--- config.mk ---
export PLATFORM = sky130hd
export DESIGN_NAME = ahb_master_arbiter
export DESIGN_NICKNAME = d
export VERILOG_FILES = /design/src/rtl/ahb_pkg.sv /design/src/rtl/rr_arbiter.sv /design/src/rtl/ahb_master_arbiter.sv
export SDC_FILE = /design/constraint.sdc
export NUM_CORES = 1
export LEC_CHECK = 0
export CAP_MARGIN = 20
export CORE_AREA = 2 2 139 141
export CTS_BUF_LIST = sky130_fd_sc_hd__clkbuf_8
export DETAILED_ROUTE_END_ITERATION = 16
export DIE_AREA = 0 0 141 143
export GPL_TIMING_DRIVEN = 1
export SLEW_MARGIN = 5
export SYNTH_ARGS = -nofsm -noshare
export SYNTH_HDL_FRONTEND = slang
export SYNTH_SLANG_ARGS = --single-unit
--- constraint.sdc ---
create_clock -name HCLK -period 1.8 [get_ports HCLK]
set_input_delay 0.18 -clock HCLK [delete_from_list [all_inputs] [get_ports HCLK]]
set_output_delay 0.18 -clock HCLK [all_outputs]
set_load 0.02 [all_outputs]
--- src/rtl/ahb_pkg.sv ---
// ahb_pkg: shared AHB transfer-type and response encodings
package ahb_pkg;

    typedef enum logic [1:0] {
        IDLE   = 2'b00,
        BUSY   = 2'b01,
        NONSEQ = 2'b10,
        SEQ    = 2'b11
    } htrans_t;

    typedef enum logic {
        OKAY  = 1'b0,
        ERROR = 1'b1
    } hresp_t;

endpackage

--- src/rtl/rr_arbiter.sv ---
// rr_arbiter: combinational round-robin pick starting after the last owner
module rr_arbiter #(
    parameter int N = 4,
    localparam int MW = $clog2(N)
) (
    input  logic [N-1:0]  req,
    input  logic [MW-1:0] last,
    output logic [MW-1:0] next,
    output logic          valid
);

    logic [MW-1:0] idx;

    // scan from farthest to nearest so the first requester after last wins; last itself is checked last
    always_comb begin
        next  = '0;
        valid = 1'b0;
        idx   = '0;
        for (int k = N; k >= 1; k--) begin
            idx = MW'((int'(last) + k) % N);
            if (req[idx]) begin
                next  = idx;
                valid = 1'b1;
            end
        end
    end

endmodule

--- src/rtl/ahb_master_arbiter.sv ---
// ahb_master_arbiter: round-robin multi-master AHB-Lite arbiter and bridge-side mux
module ahb_master_arbiter
    import ahb_pkg::*;
#(
    parameter int NUM_MASTERS = 4,
    parameter int ADDR_WIDTH  = 32,
    parameter int DATA_WIDTH  = 32,
    localparam int MW = $clog2(NUM_MASTERS)
) (
    input  logic                                   HCLK,
    input  logic                                   HRESETn,
    input  logic [NUM_MASTERS-1:0]                 HBUSREQ,
    input  logic [NUM_MASTERS-1:0][ADDR_WIDTH-1:0] HADDR_M,
    input  logic [NUM_MASTERS-1:0][1:0]            HTRANS_M,
    input  logic [NUM_MASTERS-1:0]                 HWRITE_M,
    input  logic [NUM_MASTERS-1:0]                 HSEL_M,
    input  logic [NUM_MASTERS-1:0][DATA_WIDTH-1:0] HWDATA_M,
    input  logic                                   HREADY_OUT,
    output logic [NUM_MASTERS-1:0]                 HGRANT,
    output logic [MW-1:0]                          HMASTER,
    output logic [MW-1:0]                          HMASTER_D,
    output logic                                   HSEL,
    output logic [ADDR_WIDTH-1:0]                  HADDR,
    output logic [1:0]                             HTRANS,
    output logic                                   HWRITE,
    output logic [DATA_WIDTH-1:0]                  HWDATA
);

    logic [MW-1:0] rr_next;
    logic          rr_valid;
    logic [MW-1:0] owner_nxt;
    logic          locked;

    rr_arbiter #(.N(NUM_MASTERS)) u_rr (
        .req   (HBUSREQ),
        .last  (HMASTER),
        .next  (rr_next),
        .valid (rr_valid)
    );

    // SEQ and BUSY share bit 0, which marks a burst that must not be interrupted
    always_comb begin
        locked    = HTRANS_M[HMASTER][0];
        owner_nxt = rr_valid ? rr_next : '0;
    end

    // owner registers advance only on ready edges; data owner always trails address owner
    always_ff @(posedge HCLK or negedge HRESETn) begin
        if (!HRESETn) begin
            HMASTER   <= '0;
            HMASTER_D <= '0;
            HGRANT    <= NUM_MASTERS'(1);
        end else if (HREADY_OUT) begin
            HMASTER_D <= HMASTER;
            if (!locked) begin
                HMASTER <= owner_nxt;
                HGRANT  <= NUM_MASTERS'(1) << owner_nxt;
            end
        end
    end

    // route the owner's address phase and the data owner's write data to the bridge
    always_comb begin
        HADDR  = HADDR_M[HMASTER];
        HWRITE = HWRITE_M[HMASTER];
        HTRANS = HRESETn ? HTRANS_M[HMASTER] : IDLE;
        HSEL   = HRESETn ? HSEL_M[HMASTER] : 1'b0;
        HWDATA = HWDATA_M[HMASTER_D];
    end

endmodule
### Word-level counts from Yosys, hierarchy flattened

Index checks and enable logic that the tools add are counted.

* $add $sub $neg: 4
* order comparisons: 6
* shifts and indexed selects: 1
* mux-type cells: 29
* bitwise gates (word level): 1
* reductions and logical operators: 1

Operator list (count)
* $bmux 32 s2: 2
* $mux 32: 2
* $lt 2x3->1 const B: 6
* $mux 2: 7
* $bmux 1 s2: 6
* $mux 1: 11
* $add 2x1->2 const B: 2
* $add 2x2->2 const B: 2
* $bmux 2 s2: 1
* $shl 1x2->4 const A: 1
* $reduce_and 2->1: 1
* $not 1->1: 1

* register bits after elaboration: 8
* input port bits: 279
* output and inout port bits: 76
* logic and storage cells: 45

### Logic depth before layout (Yosys ltp)

Gate-level depths: netlist (run 1).

* depth in word-level cells: 9
* gate-level depth with buffers: 6

### Hierarchy

Synthesis (run 1) repeated with hierarchy kept, for this count alone.

* cell total of the unflattened synthesis: 131
* area total of the unflattened synthesis: 2102.0 sq um

Modules (own cells, without submodules)
* ahb_master_arbiter: times used 1, cells each 117, area an instance 2010.7 sq um, sequential area each 201.4 sq um
* rr_arbiter: times used 1, cells each 14, area an instance 91.3 sq um, sequential area each 0.0 sq um

### Worst setup path before layout (run 1)

OpenSTA, ideal clock, no wires.

* path kind: register to output
* start point: register HMASTER_D[0]
* end point: output port HWDATA[10]
* arrival: 1.554 ns
* required time: 1.620 ns
* slack: 0.066 ns
* cell stages (with the launch flop): 4
* buffers on the path: 2
* path through: dfrtp_1 buf_2 buf_2 mux4_2

* cells in the longest elaborated chain, start to end: 2

Ends and longest elaborated chain
* start: declaration: line ahb_master_arbiter.sv:21 `output logic [MW-1:0] HMASTER_D,`
* start signal: assignment: line ahb_master_arbiter.sv:51 `HMASTER_D <= '0;`
* start signal: assignment: line ahb_master_arbiter.sv:54 `HMASTER_D <= HMASTER;`
* $bmux 32 s2: line ahb_master_arbiter.sv:68 `HWDATA = HWDATA_M[HMASTER_D];`
* $mux 32 (implied by the code): line ahb_master_arbiter.sv:68
* end: declaration: line ahb_master_arbiter.sv:26 `output logic [DATA_WIDTH-1:0] HWDATA`

No other way between the ends. The select of a mux whose other input is x is not followed.

### Final worst setup path (run 1)

* start point: register HMASTER[0]
* end point: output port HTRANS[0]

* cells in the longest elaborated chain, start to end: 3

Ends and longest elaborated chain
* start: declaration: line ahb_master_arbiter.sv:20 `output logic [MW-1:0] HMASTER,`
* start signal: assignment: line ahb_master_arbiter.sv:56 `HMASTER <= owner_nxt;`
* $bmux 2 s2: line ahb_master_arbiter.sv:66 `HTRANS = HRESETn ? HTRANS_M[HMASTER] : IDLE;`
* $mux 2 (implied by the code): line ahb_master_arbiter.sv:66
* $mux 2: line ahb_master_arbiter.sv:66
* end: declaration: line ahb_master_arbiter.sv:24 `output logic [1:0] HTRANS,`

No other way between the ends. The select of a mux whose other input is x is not followed.

==> results.md, run 1 <==
- Portion of the clock cycle consumed by the worst path in the final layout: 1.02
- Final-layout setup total negative slack: -0.151 ns
- Clk slew on worst S/H paths: 0.05 ns
- Post-Syn Nets: 408
- Worst Path Class, Setup: flip-flop to output pin
- Leak Pwr: 2.28 nW
- Number of warnings reported in the yosys synthesis log: 0
- Overall Global Routing Usage: 0.125
- Relative area change from synthesis to final layout: 183%
- CTS buffer count: 3
- Worst hold slack after final layout: 0.354 ns
- Sequential fraction of the synthesis area: 0.0958
- Launching element of the worst setup path: HMASTER[0]
- Initial cell density of the core: 0.113
- Synth Register Bits: 8
- Fmax: 0.544 GHz
- Initial DRT Pass Iterations: 4
- Area of the die: 0.0202 sq mm
- Post-Synthesis Cell Area: 0.00210 sq mm
- Setup-violating endpoint count in the final report: 7
- Top library cells by usage in the layout, fill and taps aside: clkdlybuf4s50_1 (285), mux4_2 (67), buf_2 (35)
- Maximum number of pins on one net before global-route repair: 35
- Endpoint required time on the critical path: 1.62 ns
- TritonCTS clock tree: yes
- Remaining Overflow, GRT: 0
- Horizontal extent of the die: 141 um
- Floorplan core area: 0.0186 sq mm
- Relative contribution of sequential cells to total power: 0.052
- Count of nets after finishing: 773
- Share of final-layout standard cells stronger than drive strength 1: 0.361
- Total of max-cap violations: 0
- Clock Tree Root: clkbuf_8
- Net Sw Power: 3.22 mW
- Number of placement rows: 50
- Pin slew with the least headroom to its limit: 0.240 ns
- Final critical path time including I/O delays and setup: 1.84 ns
- Comb power frac: 0.916
- Post-placement cell area: 0.00605 sq mm
- Max H-tree Level: 1
- Switching portion of total power: 0.447
- Largest voltage drop on the vdd net: 0.578 mV
- Outcome: finished, violations left
- Post-DP HPWL: 12,300 um
- DIE HEIGHT: 143 um
- Critical Path Source Type: flip-flop
- Post-layout worst setup margin: -0.0376 ns
- Internal power: 3.99 mW
- Clock latency reported for the late side of the worst-skew pair: 0.23 ns
- Count of buffers inserted at the top-level ports: 354
- Unrepaired setup endpoints after global routing: true
- Number of antenna violations at the first check in global routing: 0
- Max-slew violation count: 0
- Synthesized area divided by synthesized cell count: 16.3 sq um
- Top-level port count: 355
- Areal power density over the cells: 1210 mW/mm^2
- CP arrival: 1.66 ns
- Remaining antenna violation count after routing: 0
- Detailed-route vias per instance: 4.12
- Count of hold buffers inserted by post-cts repair: 0
- CTS max path bufs: 2
- First-pass GRT wire length: 19,400 um
- First-iteration detailed-routing DRC count: 73
- Worst slew margin relative to its limit: 0.838
- Number of global-route vias before repair: 3,459
- Most common cell after layout, fill and taps aside: clkdlybuf4s50_1
- Setup crit end kind: output pin
- Share of the core filled with cells: 0.320
- Worst hold path class: primary input to async pin
- Final non-filler cell area: 0.00595 sq mm
- Final WL: 13,900 um
- Number of distinct standard cells referenced by the synthesized netlist: 29
- Violations in the final reports: negative setup slack
- Largest clock skew in the final design: 0.00268 ns
- Routed wire per std cell: 19.1 um
- Global placer's final weighted congestion: 0.790
- Startpoint of the most critical register-to-register path: HMASTER[0]
- Clk network pwr share: 0.032
- Hold Violations, Final: 0
- Count of unresolved DRC violations after routing: 0
- Highest net fanout along the worst path: 7
- Total via count after detailed routing: 2,999
- Cell count after synthesis: 129
- Clock sink count: 8
==> per-stage QoR <==
stage | setup slack (ns) | total power [mW] | instances
floorplan | 0.0658 | 4.22 | 129
global placement | -0.135 | 7.36 | 721
detailed placement | -0.153 | 7.43 | 721
CTS | -0.116 | 6.89 | 726
global route | -0.0893 | 7.64 | 727
finish | -0.0376 | 7.22 | 728
==> worst max-delay path, cell delays in order (launching register included) <==
cell,delay [ns]
dfrtp_2,0.43
buf_12,0.16
buf_4,0.16
mux2_4,0.31
o211a_1,0.21
buf_2,0.16
==> synth_stat cells (all sizes together) <==
| library cell | n | area share |
|---|---|---|
| a22o | 2 | 0.0083 |
| a22oi | 1 | 0.0036 |
| and2 | 3 | 0.0089 |
| and2b | 1 | 0.0036 |
| buf | 12 | 0.045 |
| clkbuf | 6 | 0.011 |
| dfrtp | 7 | 0.083 |
| dfstp | 1 | 0.013 |
| inv | 2 | 0.0036 |
| mux2 | 3 | 0.018 |
| mux2i | 2 | 0.0095 |
| mux4 | 67 | 0.72 |
| nand2 | 6 | 0.011 |
| nand2b | 2 | 0.0095 |
| nor2 | 2 | 0.0048 |
| nor2b | 1 | 0.0030 |
| o211a | 2 | 0.0095 |
| o211ai | 1 | 0.0036 |
| o21ai | 5 | 0.015 |
| o221a | 1 | 0.0054 |
| o2bb2a | 1 | 0.0095 |
| or3b | 1 | 0.0042 |
==> cells by family after synthesis <==
| kind of cell | after synthesis | synth area share |
|---|---|---|
| muxes | 72 | 0.745 |
| buffers and inverters | 20 | 0.0589 |
| and+or+nand+nor | 16 | 0.0446 |
| AOI/OAI and AO/OA | 13 | 0.0554 |
| DFF | 8 | 0.0958 |
==> power by group through the flow <==
stage | logic, mW | clock network [mW] | registers (mW)
5_1_grt | 7.02 | 0.241 | 0.385
3_5_place_dp | 7.07 | 0 | 0.362
2_1_floorplan | 3.81 | 0 | 0.415
6_report | 6.62 | 0.229 | 0.373
3_3_place_gp | 7.00 | 0 | 0.359
4_1_cts | 6.30 | 0.230 | 0.360
==> path summary, 6_finish.rpt <==
check,endpoint,slack [ns],cells after the start
min,HMASTER[0],0.35,2
min reg2reg,HGRANT[2],0.51,2
max reg2reg,HGRANT[1],0.04,6
max,HTRANS[0],-0.04,5
max in group asynchronous,HGRANT[0],1.23,2
min in group HCLK,HGRANT[2],0.51,2
==> metal layers <==
layer,GRT usage,vias to the layer above,wire (um)
met5,0,-,0
met4,0.0184,0,117
met3,0.0312,8,1320
met2,0.255,216,7710
met1,0.131,1449,4780
li1,-,1326,-
==> registers in the layout, summed over array words and instances, names as in the netlist <==
name and flops:
HGRANT 4, HMASTER 2, HMASTER_D 2
==> layout make-up <==
class,instances,area [sq um]
Antenna cell,1,2.50
Inverter,2,7.51
Sequential cell,8,205
Timing Repair Buffer,378,3610
Multi-Input combinational cell,101,1780
Clock inverter,1,3.75
Clock buffer,3,41.3
Fill cell,1853,12600
Tap cell,234,293
==> timing repair <==
item,CTS,global route
gates cloned,0,1
endpoints found under the setup margin,68,38
gates resized for setup,233,76
pin swaps,0,2
setup buffers,1,0
Note: power is estimated with default switching activity, not from simulation.
==> inputs of run 2 (changes only) <==
CAP_MARGIN = 0   (was 20)
==> results of run 2 <==
Final layout, timing and power as in run 1 (identical DEF).
==> inputs of run 3 (changes only) <==
GPL_ROUTABILITY_DRIVEN = 0   (was unset)
RECOVER_POWER = 100   (was unset)
==> run 3 against run 2 <==
Die area unchanged. Cell count did not move. Register-to-register slack is essentially flat. Critical path depth unchanged. Largest power group unchanged. The run still ends with negative setup slack left. Cell area barely moved. First-iteration DRC count is 4.1% higher.
==> results.md, run 3 (synthesized netlist as in run 1, its figures left out) <==
- Portion of the clock cycle consumed by the worst path in the final layout: 1.02
- Clock Tree Root: clkbuf_8
- Routed wire per std cell: 19.1 um
- Outcome: finished, violations left
- Reg-to-reg setup timing slack: 0.04 ns
- DIE HEIGHT: 143 um
- Overall Global Routing Usage: 0.125
- Count of hold buffers inserted by post-cts repair: 0
- Relative area change from synthesis to final layout: 183%
- Clk slew on worst S/H paths: 0.05 ns
- Share of final-layout standard cells stronger than drive strength 1: 0.357
- Post-layout worst setup margin: -0.0376 ns
- Count of buffers inserted at the top-level ports: 354
- Final critical path time including I/O delays and setup: 1.84 ns
- Endpoint required time on the critical path: 1.62 ns
- Max-slew violation count: 0
- Share of the core filled with cells: 0.320
- Largest clock skew in the final design: 0.00268 ns
- Pin slew with the least headroom to its limit: 0.424 ns
- Unrepaired setup endpoints after global routing: true
- TritonCTS clock tree: yes
- Filler cell count: 1,856
- Maximum number of pins on one net before global-route repair: 35
- Count of unresolved DRC violations after routing: 0
- Initial cell density of the core: 0.113
- Most common cell after layout, fill and taps aside: clkdlybuf4s50_1
- First-iteration detailed-routing DRC count: 76
- Post-placement cell area: 0.00605 sq mm
- Worst hold path class: primary input to async pin
- Critical Path Source Type: flip-flop
- Final non-filler cell area: 0.00594 sq mm
- Remaining antenna violation count after routing: 0
- Combined flip-flop and latch cell area: 204 sq um
- # placed instances: 721
- Detailed-route vias per instance: 4.12
- Largest stage delay, worst path: 0.43 ns
- Horizontal extent of the die: 141 um
- Count of nets after finishing: 773
- Setup crit end kind: output pin
- Highest net fanout along the worst path: 7
- Top library cells by usage in the layout, fill and taps aside: clkdlybuf4s50_1 (284), mux4_2 (67), buf_2 (35)
- Initial DRT Pass Iterations: 4
- Register with the highest flop count: HGRANT
- Total of max-cap violations: 0
- Remaining Overflow, GRT: 0
- Post-layout power: 7.21 mW
- CTS buffer count: 3
- CP arrival: 1.66 ns
- Area of the die: 0.0202 sq mm
- Depth of the worst register-to-register path: 6
- Flip-flop count of the largest register after layout: 4
- Number of placement rows: 50
- Setup-violating endpoint count in the final report: 7
- Total via count after detailed routing: 3,001
- Max H-tree Level: 1
- Areal power density over the cells: 1210 mW/mm^2
- Clock sink count: 8
- Leak Pwr: 2.28 nW
- Top-level port count: 355
- Number of global-route vias before repair: 3,459
- CTS max path bufs: 2
- Clock latency reported for the late side of the worst-skew pair: 0.23 ns
- Final WL: 13,900 um
- Violations in the final reports: negative setup slack
- Multi-input logic area: 0.00178 sq mm
- Largest registers: HGRANT x4, HMASTER x2, HMASTER_D x2
- Largest voltage drop on the vdd net: 0.578 mV
- Hold Violations, Final: 0
- Post-DP HPWL: 12,300 um
- Worst Path Class, Setup: flip-flop to output pin
- First-pass GRT wire length: 19,400 um
- Number of antenna violations at the first check in global routing: 0
- Non-filler instance count after layout: 728
- Worst slew margin relative to its limit: 0.717
- Fmax: 0.544 GHz
- Cell with the largest stage delay on the worst path: dfrtp_2
- Floorplan core area: 0.0186 sq mm
- Cell chain of the critical path: buf_12 -> buf_4 -> mux2_4 -> o211a_1 -> buf_2
[run 3: cell types whose count changed in the layout (fill, tap and decap cells not counted), sizes merged]
| cell | change |
|---|---|
| buf | -1 |
| clkbuf | +1 |
| clkdlybuf4s50 | -1 |
| dlygate4sd3 | +1 |
[run 3: worst max-delay path: cells and delay by family, from the launching register on]
kind            cells  cell delay [ns]
mux                 1             0.31
compound gates      1             0.21
buf+inv             3             0.48
flops               1             0.43
[run 3: path summary, 6_finish.rpt]
kind	start	to
setup / recovery	HMASTER[0]	HTRANS[0]
hold / removal	HRESETn	HMASTER[0]
setup reg to reg	HMASTER[0]	HGRANT[1]
hold reg to reg	HGRANT[2]	HGRANT[2]
max in group asynchronous	HRESETn	HGRANT[0]
min in group HCLK	HGRANT[2]	HGRANT[2]
[run 3: through the flow]
| step | TNS [ns] | hold slack, ns | setup WS, ns |
|---|---|---|---|
| final | -0.152 | 0.508 | -0.0376 |
| after global routing | -1.51 | 0.535 | -0.0893 |
| after global placement | -4.98 | 0.497 | -0.135 |
| after floorplan | 0 | -0.116 | 0.0658 |
| after detailed placement | -5.88 | 0.502 | -0.153 |
| after CTS | -1.46 | 0.348 | -0.116 |
[run 3: power breakdown]
part	internal [mW]	switching (mW)	total, mW
Clock	0.149	0.0808	0.229
Combinational	3.57	3.04	6.61
Sequential	0.270	0.101	0.371
Total	3.99	3.22	7.21
[run 3: timing repair]
action,4_1_cts,5_1_grt
hold endpoints to repair,0,0
endpoints found under the setup margin,68,38
resized for setup,233,76
cloned,0,1
buffers inserted,1,0
pin swaps,0,2
[run 3: routing by layer]
| metal | vias to the layer above | part of all wire | GRT usage |
|---|---|---|---|
| li1 | 1326 | - | - |
| met1 | 1451 | 0.34 | 0.131 |
| met2 | 216 | 0.55 | 0.255 |
| met3 | 8 | 0.095 | 0.0312 |
| met4 | 0 | 0.0084 | 0.0184 |
| met5 | - | 0 | 0 |
[run 3: layout make-up]
class / count / area share
Timing Repair Buffer: 378 / 0.607
Multi-Input combinational cell: 101 / 0.300
Tap cell: 234 / 0.0493
Sequential cell: 8 / 0.0343
Clock buffer: 3 / 0.00695
Inverter: 2 / 0.00126
Clock inverter: 1 / 0.000632
Antenna cell: 1 / 0.000421
